--- src/rtl/addsub_pkg.sv ---
// Shared state encoding and operation-mode constants for the sequential add/subtract unit.
package addsub_pkg;

  typedef enum logic [1:0] {
    IDLE = 2'd0,
    RUN  = 2'd1,
    DONE = 2'd2
  } state_e;

  localparam logic MODE_SUB = 1'b0;
  localparam logic MODE_ADD = 1'b1;

endpackage

--- src/rtl/addsub_seq_unit_if.sv ---
// Request/result bundle between the register-file read side and the add/subtract unit.
interface addsub_seq_unit_if #(
  parameter int WIDTH = 32
);

  logic             start;
  logic             mode;
  logic [WIDTH-1:0] acc_data;
  logic [WIDTH-1:0] rd_data;
  logic             busy;
  logic             done;
  logic [WIDTH-1:0] sub_out;
  logic             bi_sub;
  logic             zero;
  logic             ovf;

  modport master (
    output start, mode, acc_data, rd_data,
    input  busy, done, sub_out, bi_sub, zero, ovf
  );

  modport slave (
    input  start, mode, acc_data, rd_data,
    output busy, done, sub_out, bi_sub, zero, ovf
  );

endinterface

--- src/rtl/addsub_chunk.sv ---
// One CHUNK-wide slice of the adder; the same instance is reused on every RUN cycle.
module addsub_chunk #(
  parameter int CHUNK = 8
) (
  input  logic [CHUNK-1:0] a_i,
  input  logic [CHUNK-1:0] b_i,
  input  logic             cin_i,
  input  logic             invB_i,
  output logic [CHUNK-1:0] sum_o,
  output logic             cout_o
);

  logic [CHUNK-1:0] bEff;

  // Subtraction is a + ~b + 1, with the +1 arriving as the first slice's carry-in.
  assign bEff = b_i ^ {CHUNK{invB_i}};
  assign {cout_o, sum_o} = {1'b0, a_i} + {1'b0, bEff} + {{CHUNK{1'b0}}, cin_i};

endmodule

--- src/rtl/addsub_seq_unit.sv ---
// Multi-cycle add/subtract: one CHUNK slice per clock with carry/borrow rippled across cycles,
// start/done handshake, and carry/zero/overflow flags captured on completion.
module addsub_seq_unit #(
  parameter int WIDTH = 32,
  parameter int CHUNK = 8
) (
  input  logic             clk,
  input  logic             rst,
  addsub_seq_unit_if.slave bus
);

  import addsub_pkg::*;

  localparam int NCHUNK = WIDTH / CHUNK;
  localparam int IDXW   = (NCHUNK > 1) ? $clog2(NCHUNK) : 1;
  localparam logic [IDXW-1:0] LAST_IDX = IDXW'(NCHUNK - 1);

  if (CHUNK < 1 || (WIDTH % CHUNK) != 0) begin : gBadParams
    $error("addsub_seq_unit: WIDTH must be a positive multiple of CHUNK");
  end

  state_e           state_q, state_d;
  logic [WIDTH-1:0] accOp_q, accOp_d;
  logic [WIDTH-1:0] rdOp_q, rdOp_d;
  logic [WIDTH-1:0] result_q, result_d;
  logic [IDXW-1:0]  idx_q, idx_d;
  logic             mode_q, mode_d;
  logic             carry_q, carry_d;
  logic             biSub_q, biSub_d;
  logic             zero_q, zero_d;
  logic             ovf_q, ovf_d;

  logic [CHUNK-1:0] aChunk, bChunk, sumChunk;
  logic             chunkCout;
  logic             bMsb;
  logic [WIDTH-1:0] resultNext;

  always_comb begin
    aChunk = '0;
    bChunk = '0;
    for (int k = 0; k < NCHUNK; k++) begin
      if (idx_q == IDXW'(k)) begin
        aChunk = accOp_q[k*CHUNK +: CHUNK];
        bChunk = rdOp_q[k*CHUNK +: CHUNK];
      end
    end
  end

  addsub_chunk #(.CHUNK(CHUNK)) uChunk (
    .a_i    (aChunk),
    .b_i    (bChunk),
    .cin_i  (carry_q),
    .invB_i (mode_q == MODE_SUB),
    .sum_o  (sumChunk),
    .cout_o (chunkCout)
  );

  // Sign bit of the effective second operand, needed for overflow on the top slice.
  assign bMsb = bChunk[CHUNK-1] ^ (mode_q == MODE_SUB);

  always_comb begin
    state_d    = state_q;
    accOp_d    = accOp_q;
    rdOp_d     = rdOp_q;
    result_d   = result_q;
    idx_d      = idx_q;
    mode_d     = mode_q;
    carry_d    = carry_q;
    biSub_d    = biSub_q;
    zero_d     = zero_q;
    ovf_d      = ovf_q;
    resultNext = result_q;

    for (int k = 0; k < NCHUNK; k++) begin
      if (idx_q == IDXW'(k)) begin
        resultNext[k*CHUNK +: CHUNK] = sumChunk;
      end
    end

    case (state_q)
      RUN: begin
        result_d = resultNext;
        carry_d  = chunkCout;
        if (idx_q == LAST_IDX) begin
          idx_d   = '0;
          state_d = DONE;
          biSub_d = (mode_q == MODE_ADD) ? chunkCout : ~chunkCout;
          zero_d  = (resultNext == '0);
          ovf_d   = (aChunk[CHUNK-1] == bMsb) && (sumChunk[CHUNK-1] != aChunk[CHUNK-1]);
        end else begin
          idx_d = idx_q + IDXW'(1);
        end
      end
      // IDLE and DONE both accept a new request; DONE otherwise falls back to IDLE.
      default: begin
        if (bus.start) begin
          accOp_d = bus.acc_data;
          rdOp_d  = bus.rd_data;
          mode_d  = bus.mode;
          idx_d   = '0;
          carry_d = (bus.mode == MODE_SUB);
          state_d = RUN;
        end else begin
          state_d = IDLE;
        end
      end
    endcase
  end

  always_ff @(posedge clk or posedge rst) begin
    if (rst) begin
      state_q  <= IDLE;
      accOp_q  <= '0;
      rdOp_q   <= '0;
      result_q <= '0;
      idx_q    <= '0;
      mode_q   <= 1'b0;
      carry_q  <= 1'b0;
      biSub_q  <= 1'b0;
      zero_q   <= 1'b0;
      ovf_q    <= 1'b0;
    end else begin
      state_q  <= state_d;
      accOp_q  <= accOp_d;
      rdOp_q   <= rdOp_d;
      result_q <= result_d;
      idx_q    <= idx_d;
      mode_q   <= mode_d;
      carry_q  <= carry_d;
      biSub_q  <= biSub_d;
      zero_q   <= zero_d;
      ovf_q    <= ovf_d;
    end
  end

  assign bus.busy    = (state_q == RUN);
  assign bus.done    = (state_q == DONE);
  assign bus.sub_out = result_q;
  assign bus.bi_sub  = biSub_q;
  assign bus.zero    = zero_q;
  assign bus.ovf     = ovf_q;

endmodule

--- src/flat_wrapper.sv ---
// flat-port wrapper written by rule: the top's interface ports become plain ports
module addsub_seq_unit_flat import addsub_pkg::*;
#(
  parameter int WIDTH = 32,
  parameter int CHUNK = 8
)
  (clk, rst, bus_start, bus_mode, bus_acc_data, bus_rd_data, bus_busy, bus_done, bus_sub_out, bus_bi_sub, bus_zero, bus_ovf);
  addsub_seq_unit_if #(.WIDTH(WIDTH)) bus_i ();
  input  logic clk;
  input  logic rst;
  input wire logic [$bits(bus_i.start)-1:0] bus_start;
  input wire logic [$bits(bus_i.mode)-1:0] bus_mode;
  input wire logic [$bits(bus_i.acc_data)-1:0] bus_acc_data;
  input wire logic [$bits(bus_i.rd_data)-1:0] bus_rd_data;
  output wire logic [$bits(bus_i.busy)-1:0] bus_busy;
  output wire logic [$bits(bus_i.done)-1:0] bus_done;
  output wire logic [$bits(bus_i.sub_out)-1:0] bus_sub_out;
  output wire logic [$bits(bus_i.bi_sub)-1:0] bus_bi_sub;
  output wire logic [$bits(bus_i.zero)-1:0] bus_zero;
  output wire logic [$bits(bus_i.ovf)-1:0] bus_ovf;
  assign bus_i.start = bus_start;
  assign bus_i.mode = bus_mode;
  assign bus_i.acc_data = bus_acc_data;
  assign bus_i.rd_data = bus_rd_data;
  assign bus_busy = bus_i.busy;
  assign bus_done = bus_i.done;
  assign bus_sub_out = bus_i.sub_out;
  assign bus_bi_sub = bus_i.bi_sub;
  assign bus_zero = bus_i.zero;
  assign bus_ovf = bus_i.ovf;
  addsub_seq_unit #(.WIDTH(WIDTH), .CHUNK(CHUNK)) u_core (.clk(clk), .rst(rst), .bus(bus_i));
endmodule
--- config.mk ---
export PLATFORM = sky130hd
export DESIGN_NAME = addsub_seq_unit_flat
export DESIGN_NICKNAME = d
export VERILOG_FILES = /design/src/rtl/addsub_pkg.sv /design/src/rtl/addsub_seq_unit_if.sv /design/src/rtl/addsub_chunk.sv /design/src/rtl/addsub_seq_unit.sv /design/src/flat_wrapper.sv
export SDC_FILE = /design/constraint.sdc
export NUM_CORES = 1
export LEC_CHECK = 0
export BUFFER_PORTS_ARGS = -buffer_cell sky130_fd_sc_hd__buf_2
export CAP_MARGIN = 20
export CORE_MARGIN = 8
export CORE_UTILIZATION = 55
export DETAILED_ROUTE_END_ITERATION = 16
export PLACE_DENSITY = 0.8
export SYNTH_ARGS = -nofsm -noshare
export SYNTH_HDL_FRONTEND = slang
export SYNTH_SLANG_ARGS = --single-unit
--- constraint.sdc ---
create_clock -name clk -period 4.4 [get_ports clk]
set_clock_uncertainty 0.2 [all_clocks]
set_input_delay 0.22 -clock clk [delete_from_list [all_inputs] [get_ports clk]]
set_output_delay 0.22 -clock clk [all_outputs]
set_load 0.05 [all_outputs]
==> flow_metrics.py, run 1 <==
metrics = {
    "outcome": {
        "status": "finished, final reports clean",
    },
    "finish": {
        "stdcell_area_sq_um": 6580,
        "syn_to_final_growth_pct": 29.4,
        "drive_gt1_share_pct": 32.0,
        "multi_input_area_sq_um": 2310,
        "nFillCells": 637,
        "ff_latch_area_sq_um": 2630,
        "finalNetCount": 735,
    },
    "logic_synthesis": {
        "yosys-top-cells-area": "dfrtp_1 52%, mux2_2 15%, nand2_1 5.5%",
        "synthArstFlopShare_pct": 100,
        "synth-warning-count": 0,
        "ys_ff_latch": 105,
        "synth_flop_cell": "dfrtp_1",
        "synth_top_area_share_pct": 51.6,
        "syn-num-nets": 571,
        "ys_seq_area_share_pct": 51.6,
        "yosysUniqueCellTypes": 44,
        "avgSynthCellArea_sq_um": 10.4,
        "synthCells": 490,
        "synth_edf_count": 0,
        "yosysTopAreaCell": "dfrtp_1",
        "synth_commonest_cells": "105 x dfrtp_1, 74 x nand2_1, 67 x mux2_2",
        "syn_area_sq_um": 5090,
        "yosysMostFrequentCell": "dfrtp_1",
    },
    "job": {
        "cap_viol_max_count": 0,
    },
    "routing": {
        "drcViolationCount": 0,
        "num_vias": 4203,
        "wl_per_cell_um": 17.3,
        "viasPerCell": 5.44,
        "first_iter_violations": 220,
        "first_pass_iters": 5,
        "ant_nets": 0,
        "wirelength_um": 13300,
    },
    "floorplan": {
        "dieWidth_um": 112,
        "initial_utilization_pct": 55.9,
        "core.rowCount": 35,
        "core_sq_um": 9110,
        "io_pins": 105,
        "die_area_sq_um": 12600,
        "dieHeight_um": 112,
    },
    "clock_network": {
        "worstSkewPairLatency_ns": 0.38,
        "clockBufferDepth": 2,
        "cts_buffers": 9,
        "clockRootBuffer": "clkbuf_8",
        "clk_pin_slew_ns": 0.11,
        "cts_sinks": 105,
        "htree_levels": 3,
        "cts_setup_buffers": 0,
        "cts_tree": "yes",
    },
    "worst_setup_path": {
        "critPathBufInv": 4,
        "critical_path_class": "reg -> reg",
        "critPathMaxFanout": 18,
        "crit_start": "u_core.idx_q[0]$_DFFE_PP0P_",
        "timing.reg2reg.setup_slack_ns": 0.40,
        "rr_endpoint": "u_core.bus.zero$_DFFE_PP0P_",
        "cp.arrival_ns": 4.12,
        "endpoint": "u_core.bus.zero$_DFFE_PP0P_",
        "start_kind": "register",
        "cp-end-kind": "register",
        "slowest_delay_ns": 0.43,
        "cp.required_ns": 4.51,
        "path_depth": 19,
        "crit_chain": "inv_1 -> ha_1 -> buf_4 -> nand2_1 -> nor2_1 -> a21oi_1 -> nor2_1 -> a21oi_1 -> o21ai_0 -> fa_1 -> inv_1 -> fa_1 -> xor2_1 -> buf_4 -> o22ai_1 -> a2111oi_1 -> o2111ai_1 -> a211oi_2 -> a32o_2",
        "reg2reg_depth": 19,
        "cp_slowest_cell": "dfrtp_1",
        "r2r_start": "u_core.idx_q[0]$_DFFE_PP0P_",
        "crit_family": "compound AO/OA/AOI/OAI gates",
    },
    "timing": {
        "hold_violations": 0,
        "worst_pin_slew_ns": 0.699,
        "fin_setup_tns_ns": 0,
        "timing.fmax_mhz": 250,
        "maxSlewHeadroom_pct": 53.4,
        "setup_violations": 0,
        "rsz0062_at_grt": "no",
        "period_needed_ns": 4.00,
        "fin_crit_sh_pct": 91.0,
        "final-max-slew-violation-count": 0,
    },
    "worst_hold_path": {
        "min_path_type": "reg -> reg",
    },
    "global_route": {
        "grt_pass1_wl_um": 22500,
        "track_usage_pct": 22.3,
        "globalRouteOverflowTotal": 0,
        "antenna_found_initial": 2,
        "grt_pass1_vias": 4582,
        "grt_max_degree": 60,
    },
    "placement": {
        "hpwl_um": 8930,
        "place_congestion": 0.868,
        "io_buffers": 104,
        "dpl_cell_area_sq_um": 5720,
    },
}
-- sequential cells by signal, summed over array words and instances (netlist names) --
| register | count |
|---|---|
| u_core.accOp_q | 32 |
| u_core.bus.sub_out | 32 |
| u_core.rdOp_q | 32 |
| u_core.idx_q | 2 |
| u_core.state_q | 2 |
| u_core.bus.bi_sub | 1 |
| u_core.bus.ovf | 1 |
| u_core.bus.zero | 1 |
| u_core.carry_q | 1 |
| u_core.mode_q | 1 |
-- layout make-up --
class                      instances  share of cell area (%)
antenna                            2                  0.0760
clock buffer                       9                    1.88
clock inverter                     7                   0.837
inverter                          15                   0.894
multi-input combinational        342                    35.0
sequential                       105                    39.9
tap                              111                    2.11
timing repair buffer             181                    19.2
-- placed cells by master, fill, tap and decap left out, types with 2 or more instances in the layout --
cell and n:
inv_1 13, dlygate4sd3_1 67, dfrtp_1 105, or2_2 3
mux2_2 67, clkinv_4 3, clkinvlp_4 2, fa_1 2
a21oi_1 36, clkbuf_8 9, o31ai_1 4, or3_1 2
nor2_1 36, a31oi_1 2, nor3_1 3, xor2_1 3
ha_2 2, o21ai_0 51, buf_4 10, nor2b_1 3
diode_2 2, nand3_1 4, ha_1 9, mux2i_1 4
xnor2_1 11, o22ai_1 3, nand2_1 73, o211ai_1 2
nand2b_1 2, buf_2 104
-- worst min path at each step --
stage	start	end	slack, ns	depth (start not counted)
2_1_floorplan	bus_start	u_core.idx_q[1]$_DFFE_PP0P_	0.12	1
3_3_place_gp	rst	u_core.bus.sub_out[1]$_DFFE_PP0P_	0.17	2
3_5_place_dp	rst	u_core.bus.sub_out[1]$_DFFE_PP0P_	0.19	2
4_1_cts	u_core.bus.sub_out[29]$_DFFE_PP0P_	u_core.bus.sub_out[29]$_DFFE_PP0P_	0.29	2
5_1_grt	u_core.bus.sub_out[29]$_DFFE_PP0P_	u_core.bus.sub_out[29]$_DFFE_PP0P_	0.32	2
6_report	u_core.bus.sub_out[29]$_DFFE_PP0P_	u_core.bus.sub_out[29]$_DFFE_PP0P_	0.28	2
-- repair_timing --
action | 4_1_cts | 5_1_grt
gates resized for setup | 0 | 4
setup endpoints to repair | 0 | 2
hold endpoints to repair | 124 | 0
hold buffers | 67 | 0
-- cells by family (layout without fill, tap and decap cells) --
family,after synthesis,after routing,synth area share (%)
simple gates,134,134,11.2
flops,105,105,51.6
buf+inv,43,212,3.20
xor+xnor,14,14,2.41
fa+ha+maj,13,13,3.49
mux,71,71,15.6
compound gates,110,110,12.4
other cells,0,2,0
-- metal layers --
metal	share of wire, %	global-route usage (%)	wire (um)
met1	40	25.3	5310
met2	49	37.8	6550
met3	7.4	6.23	987
met4	3.7	11.1	498
met5	0	0	0
-- worst reg2reg max path, stage by stage, from the launching register on --
cell and delay [ns]:
dfrtp_1 0.43, inv_1 0.12, ha_1 0.28, buf_4 0.27
nand2_1 0.08, nor2_1 0.08, a21oi_1 0.05, nor2_1 0.08
a21oi_1 0.06, o21ai_0 0.22, fa_1 0.24, inv_1 0.06
fa_1 0.41, xor2_1 0.16, buf_4 0.19, o22ai_1 0.09
a2111oi_1 0.32, o2111ai_1 0.20, a211oi_2 0.19, a32o_2 0.19
-- stage by stage --
| step | utilization, % | setup slack, ns | hold WS, ns | std cells |
|---|---|---|---|---|
| 2_1_floorplan | - | 0.462 | 0.118 | 490 |
| 3_3_place_gp | 62.8 | 0.527 | 0.172 | 687 |
| 3_5_place_dp | 62.8 | 0.396 | 0.188 | 687 |
| 4_1_cts | 72.1 | 0.320 | 0.289 | 770 |
| 5_1_grt | 72.3 | 0.00274 | 0.318 | 772 |
| 6_report | 72.3 | 0.396 | 0.284 | 772 |
Power of run 1 is not shown: default switching activity piles up to over one toggle a cycle in this logic, so the estimate is an artifact.
==> inputs of run 2 (changes only) <==
ABC_AREA = 1   (was unset)
CORE_UTILIZATION = 56   (was 55)
MAX_ROUTING_LAYER = met4   (was unset)
PLACE_DENSITY = 0.81   (was 0.8)
==> run 2 against run 1 <==
Effect of this change:
- critical path depth increased by 4
- count of clock-buffer cells in the layout increased by 1
- first-iteration DRC count increased by 130%
- flip-flop and latch count unchanged
- wire length increased by 21%
- global-route usage increased by 4.1 points
- critical path type unchanged
- critical endpoint unchanged
- largest cell class unchanged
==> flow_metrics.py, run 2 <==
metrics = {
    "timing": {
        "final-max-slew-violation-count": 0,
        "fin_setup_tns_ns": 0,
        "maxSlewHeadroom_pct": 45.9,
        "period_needed_ns": 3.92,
        "timing.fmax_mhz": 255,
        "hold_violations": 0,
        "worst_pin_slew_ns": 0.812,
        "fin_crit_sh_pct": 89.1,
        "rsz0062_at_grt": "no",
        "setup_violations": 0,
    },
    "placement": {
        "io_buffers": 104,
        "hpwl_um": 10800,
        "place_congestion": 0.957,
    },
    "finish": {
        "final_cell_mix": "264 x nand2_1, 105 x dfrtp_1, 104 x buf_2",
        "final_common_cell": "nand2_1",
        "finalNetCount": 944,
        "syn_to_final_growth_pct": 27.6,
        "drive_gt1_share_pct": 17.5,
    },
    "logic_synthesis": {
        "synth_edf_count": 0,
        "synth_flop_cell": "dfrtp_1",
        "yosysTopAreaCell": "dfrtp_1",
        "yosys-top-cells-area": "dfrtp_1 48%, nand2_1 18%, o21ai_0 8.3%",
        "syn_area_sq_um": 5420,
        "yosysMostFrequentCell": "nand2_1",
        "yosysUniqueCellTypes": 30,
        "synthArstFlopShare_pct": 100,
        "avgSynthCellArea_sq_um": 7.70,
        "synthCells": 704,
        "ys_ff_latch": 105,
        "ys_seq_area_share_pct": 48.5,
        "synth_top_area_share_pct": 48.5,
        "synth-warning-count": 0,
        "synth_commonest_cells": "264 x nand2_1, 105 x dfrtp_1, 90 x o21ai_0",
        "syn-num-nets": 785,
    },
    "clock_network": {
        "holdBufCountCts": 66,
        "worstSkewPairLatency_ns": 0.38,
        "cts_resized": 0,
        "clockBufferDepth": 2,
        "cts_setup_buffers": 0,
        "clockRootBuffer": "clkbuf_8",
        "htree_levels": 3,
        "clk_pin_slew_ns": 0.10,
        "cts_tree": "yes",
        "cts_sinks": 105,
        "cts_buffers": 9,
    },
    "worst_setup_path": {
        "cp.arrival_ns": 4.00,
        "rr_endpoint": "u_core.bus.zero$_DFFE_PP0P_",
        "reg2reg_depth": 23,
        "r2r_start": "u_core.idx_q[1]$_DFFE_PP0P_",
        "crit_start": "u_core.idx_q[1]$_DFFE_PP0P_",
        "critPathMaxFanout": 9,
        "start_kind": "register",
        "cp-end-kind": "register",
        "cp.required_ns": 4.48,
        "critical_path_class": "reg -> reg",
        "timing.reg2reg.setup_slack_ns": 0.48,
    },
    "routing": {
        "wirelength_um": 16200,
        "viasPerCell": 5.38,
        "ant_nets": 0,
        "wl_per_cell_um": 16.1,
        "first_iter_violations": 510,
        "num_vias": 5392,
        "first_pass_iters": 5,
        "drcViolationCount": 0,
    },
    "floorplan": {
        "core_sq_um": 9590,
        "initial_utilization_pct": 56.5,
        "io_pins": 105,
        "dieWidth_um": 114,
        "core.rowCount": 36,
        "dieHeight_um": 114,
        "die_area_sq_um": 13100,
    },
    "global_route": {
        "grt_max_degree": 89,
        "track_usage_pct": 26.4,
        "grt_pass1_vias": 5420,
        "globalRouteOverflowTotal": 0,
        "antenna_found_initial": 1,
        "grt_pass1_wl_um": 26600,
    },
    "worst_hold_path": {
        "min_to": "u_core.carry_q$_DFFE_PP0P_",
        "min_path_type": "in -> reg",
        "hold_start": "bus_start",
        "hold_depth": 4,
    },
    "outcome": {
        "status": "finished, final reports clean",
    },
    "job": {
        "cap_viol_max_count": 0,
    },
}
-- run 2: cell count changes after synthesis, moves of 5 or more --
| cell | before | now |
|---|---|---|
| buf_2 | 1 | 8 |
| a31oi_1 | 2 | 8 |
| nand3_2 | 0 | 5 |
| xor2_1 | 3 | 8 |
| inv_1 | 14 | 53 |
| o21ai_0 | 52 | 90 |
| nand3_1 | 4 | 33 |
| mux2_2 | 67 | 0 |
| xnor2_1 | 11 | 0 |
| nand2_2 | 0 | 6 |
| nand2_1 | 74 | 264 |
| o211ai_1 | 2 | 7 |
| a21oi_1 | 36 | 31 |
| clkbuf_1 | 22 | 17 |
-- run 2: routing by layer --
| metal | GRT usage (%) | routed length, um | vias to the layer above |
|---|---|---|---|
| li1 | - | - | 2565 |
| met1 | 31.7 | 6580 | 2564 |
| met2 | 44.2 | 8200 | 245 |
| met3 | 6.01 | 1190 | 18 |
| met4 | 6.12 | 207 | 0 |
| met5 | - | 0 | - |
-- run 2: worst max-delay path, cell delays in order (launching register included) --
cell and delay [ns]:
dfrtp_1 0.39, inv_1 0.09, ha_1 0.20, inv_1 0.14, nand2_1 0.24, buf_4 0.25
o21ai_0 0.23, o211ai_1 0.12, o21ai_0 0.15, fa_1 0.29, inv_1 0.07, fa_1 0.37
inv_1 0.12, nand2_1 0.07, nand2_1 0.12, nand3_2 0.09, nand2_1 0.09, nand2_1 0.08
nand3_1 0.11, o21ai_0 0.13, nand3_1 0.14, nor2_2 0.05, nand2_1 0.06, nand2_1 0.04
-- run 2: area by class of cell --
class	count	area (sq um)
Antenna cell	1	2.50
Clock buffer	10	128
Clock inverter	6	90.1
Fill cell	731	2670
Inverter	59	224
Multi-Input combinational cell	508	2410
Sequential cell	105	2630
Tap cell	133	166
Timing Repair Buffer	180	1270
-- run 2: metrics by stage --
step                cells  worst slack (ns)  utilization [%]  area [sq um]  hold WS, ns
CTS                  1000             0.484             71.9          6900      0.00571
global placement      918             0.565             62.8          6020        0.214
finish               1002             0.479             72.1          6920       0.0112
detailed placement    918             0.500             62.8          6020        0.216
global route         1002             0.162             72.1          6920       0.0124
floorplan             704             0.996                -          5420        0.130
-- run 2: worst max-delay path by stage --
stage          slack, ns                          end  cells past startpoint
2_1_floorplan        1.0  u_core.bus.zero$_DFFE_PP0P_                     26
3_3_place_gp        0.57  u_core.bus.zero$_DFFE_PP0P_                     21
3_5_place_dp        0.50  u_core.bus.zero$_DFFE_PP0P_                     23
4_1_cts             0.48  u_core.bus.zero$_DFFE_PP0P_                     23
5_1_grt             0.16  u_core.bus.zero$_DFFE_PP0P_                     24
6_report            0.48  u_core.bus.zero$_DFFE_PP0P_                     23
-- run 2: logic make-up (layout without fill, tap and decap cells) --
| kind of cell | Yosys count | after routing | synth area share, % |
|---|---|---|---|
| XOR/XNOR | 8 | 8 | 1.29 |
| buffers and inverters | 91 | 255 | 7.01 |
| adder cells (fa/ha/maj) | 13 | 13 | 3.28 |
| AND/OR/NAND/NOR | 348 | 348 | 26.4 |
| other | 0 | 1 | 0 |
| flip-flops | 105 | 105 | 48.5 |
| AO/OA/AOI/OAI | 139 | 139 | 13.6 |
Power of run 2 is left out for the same reason.
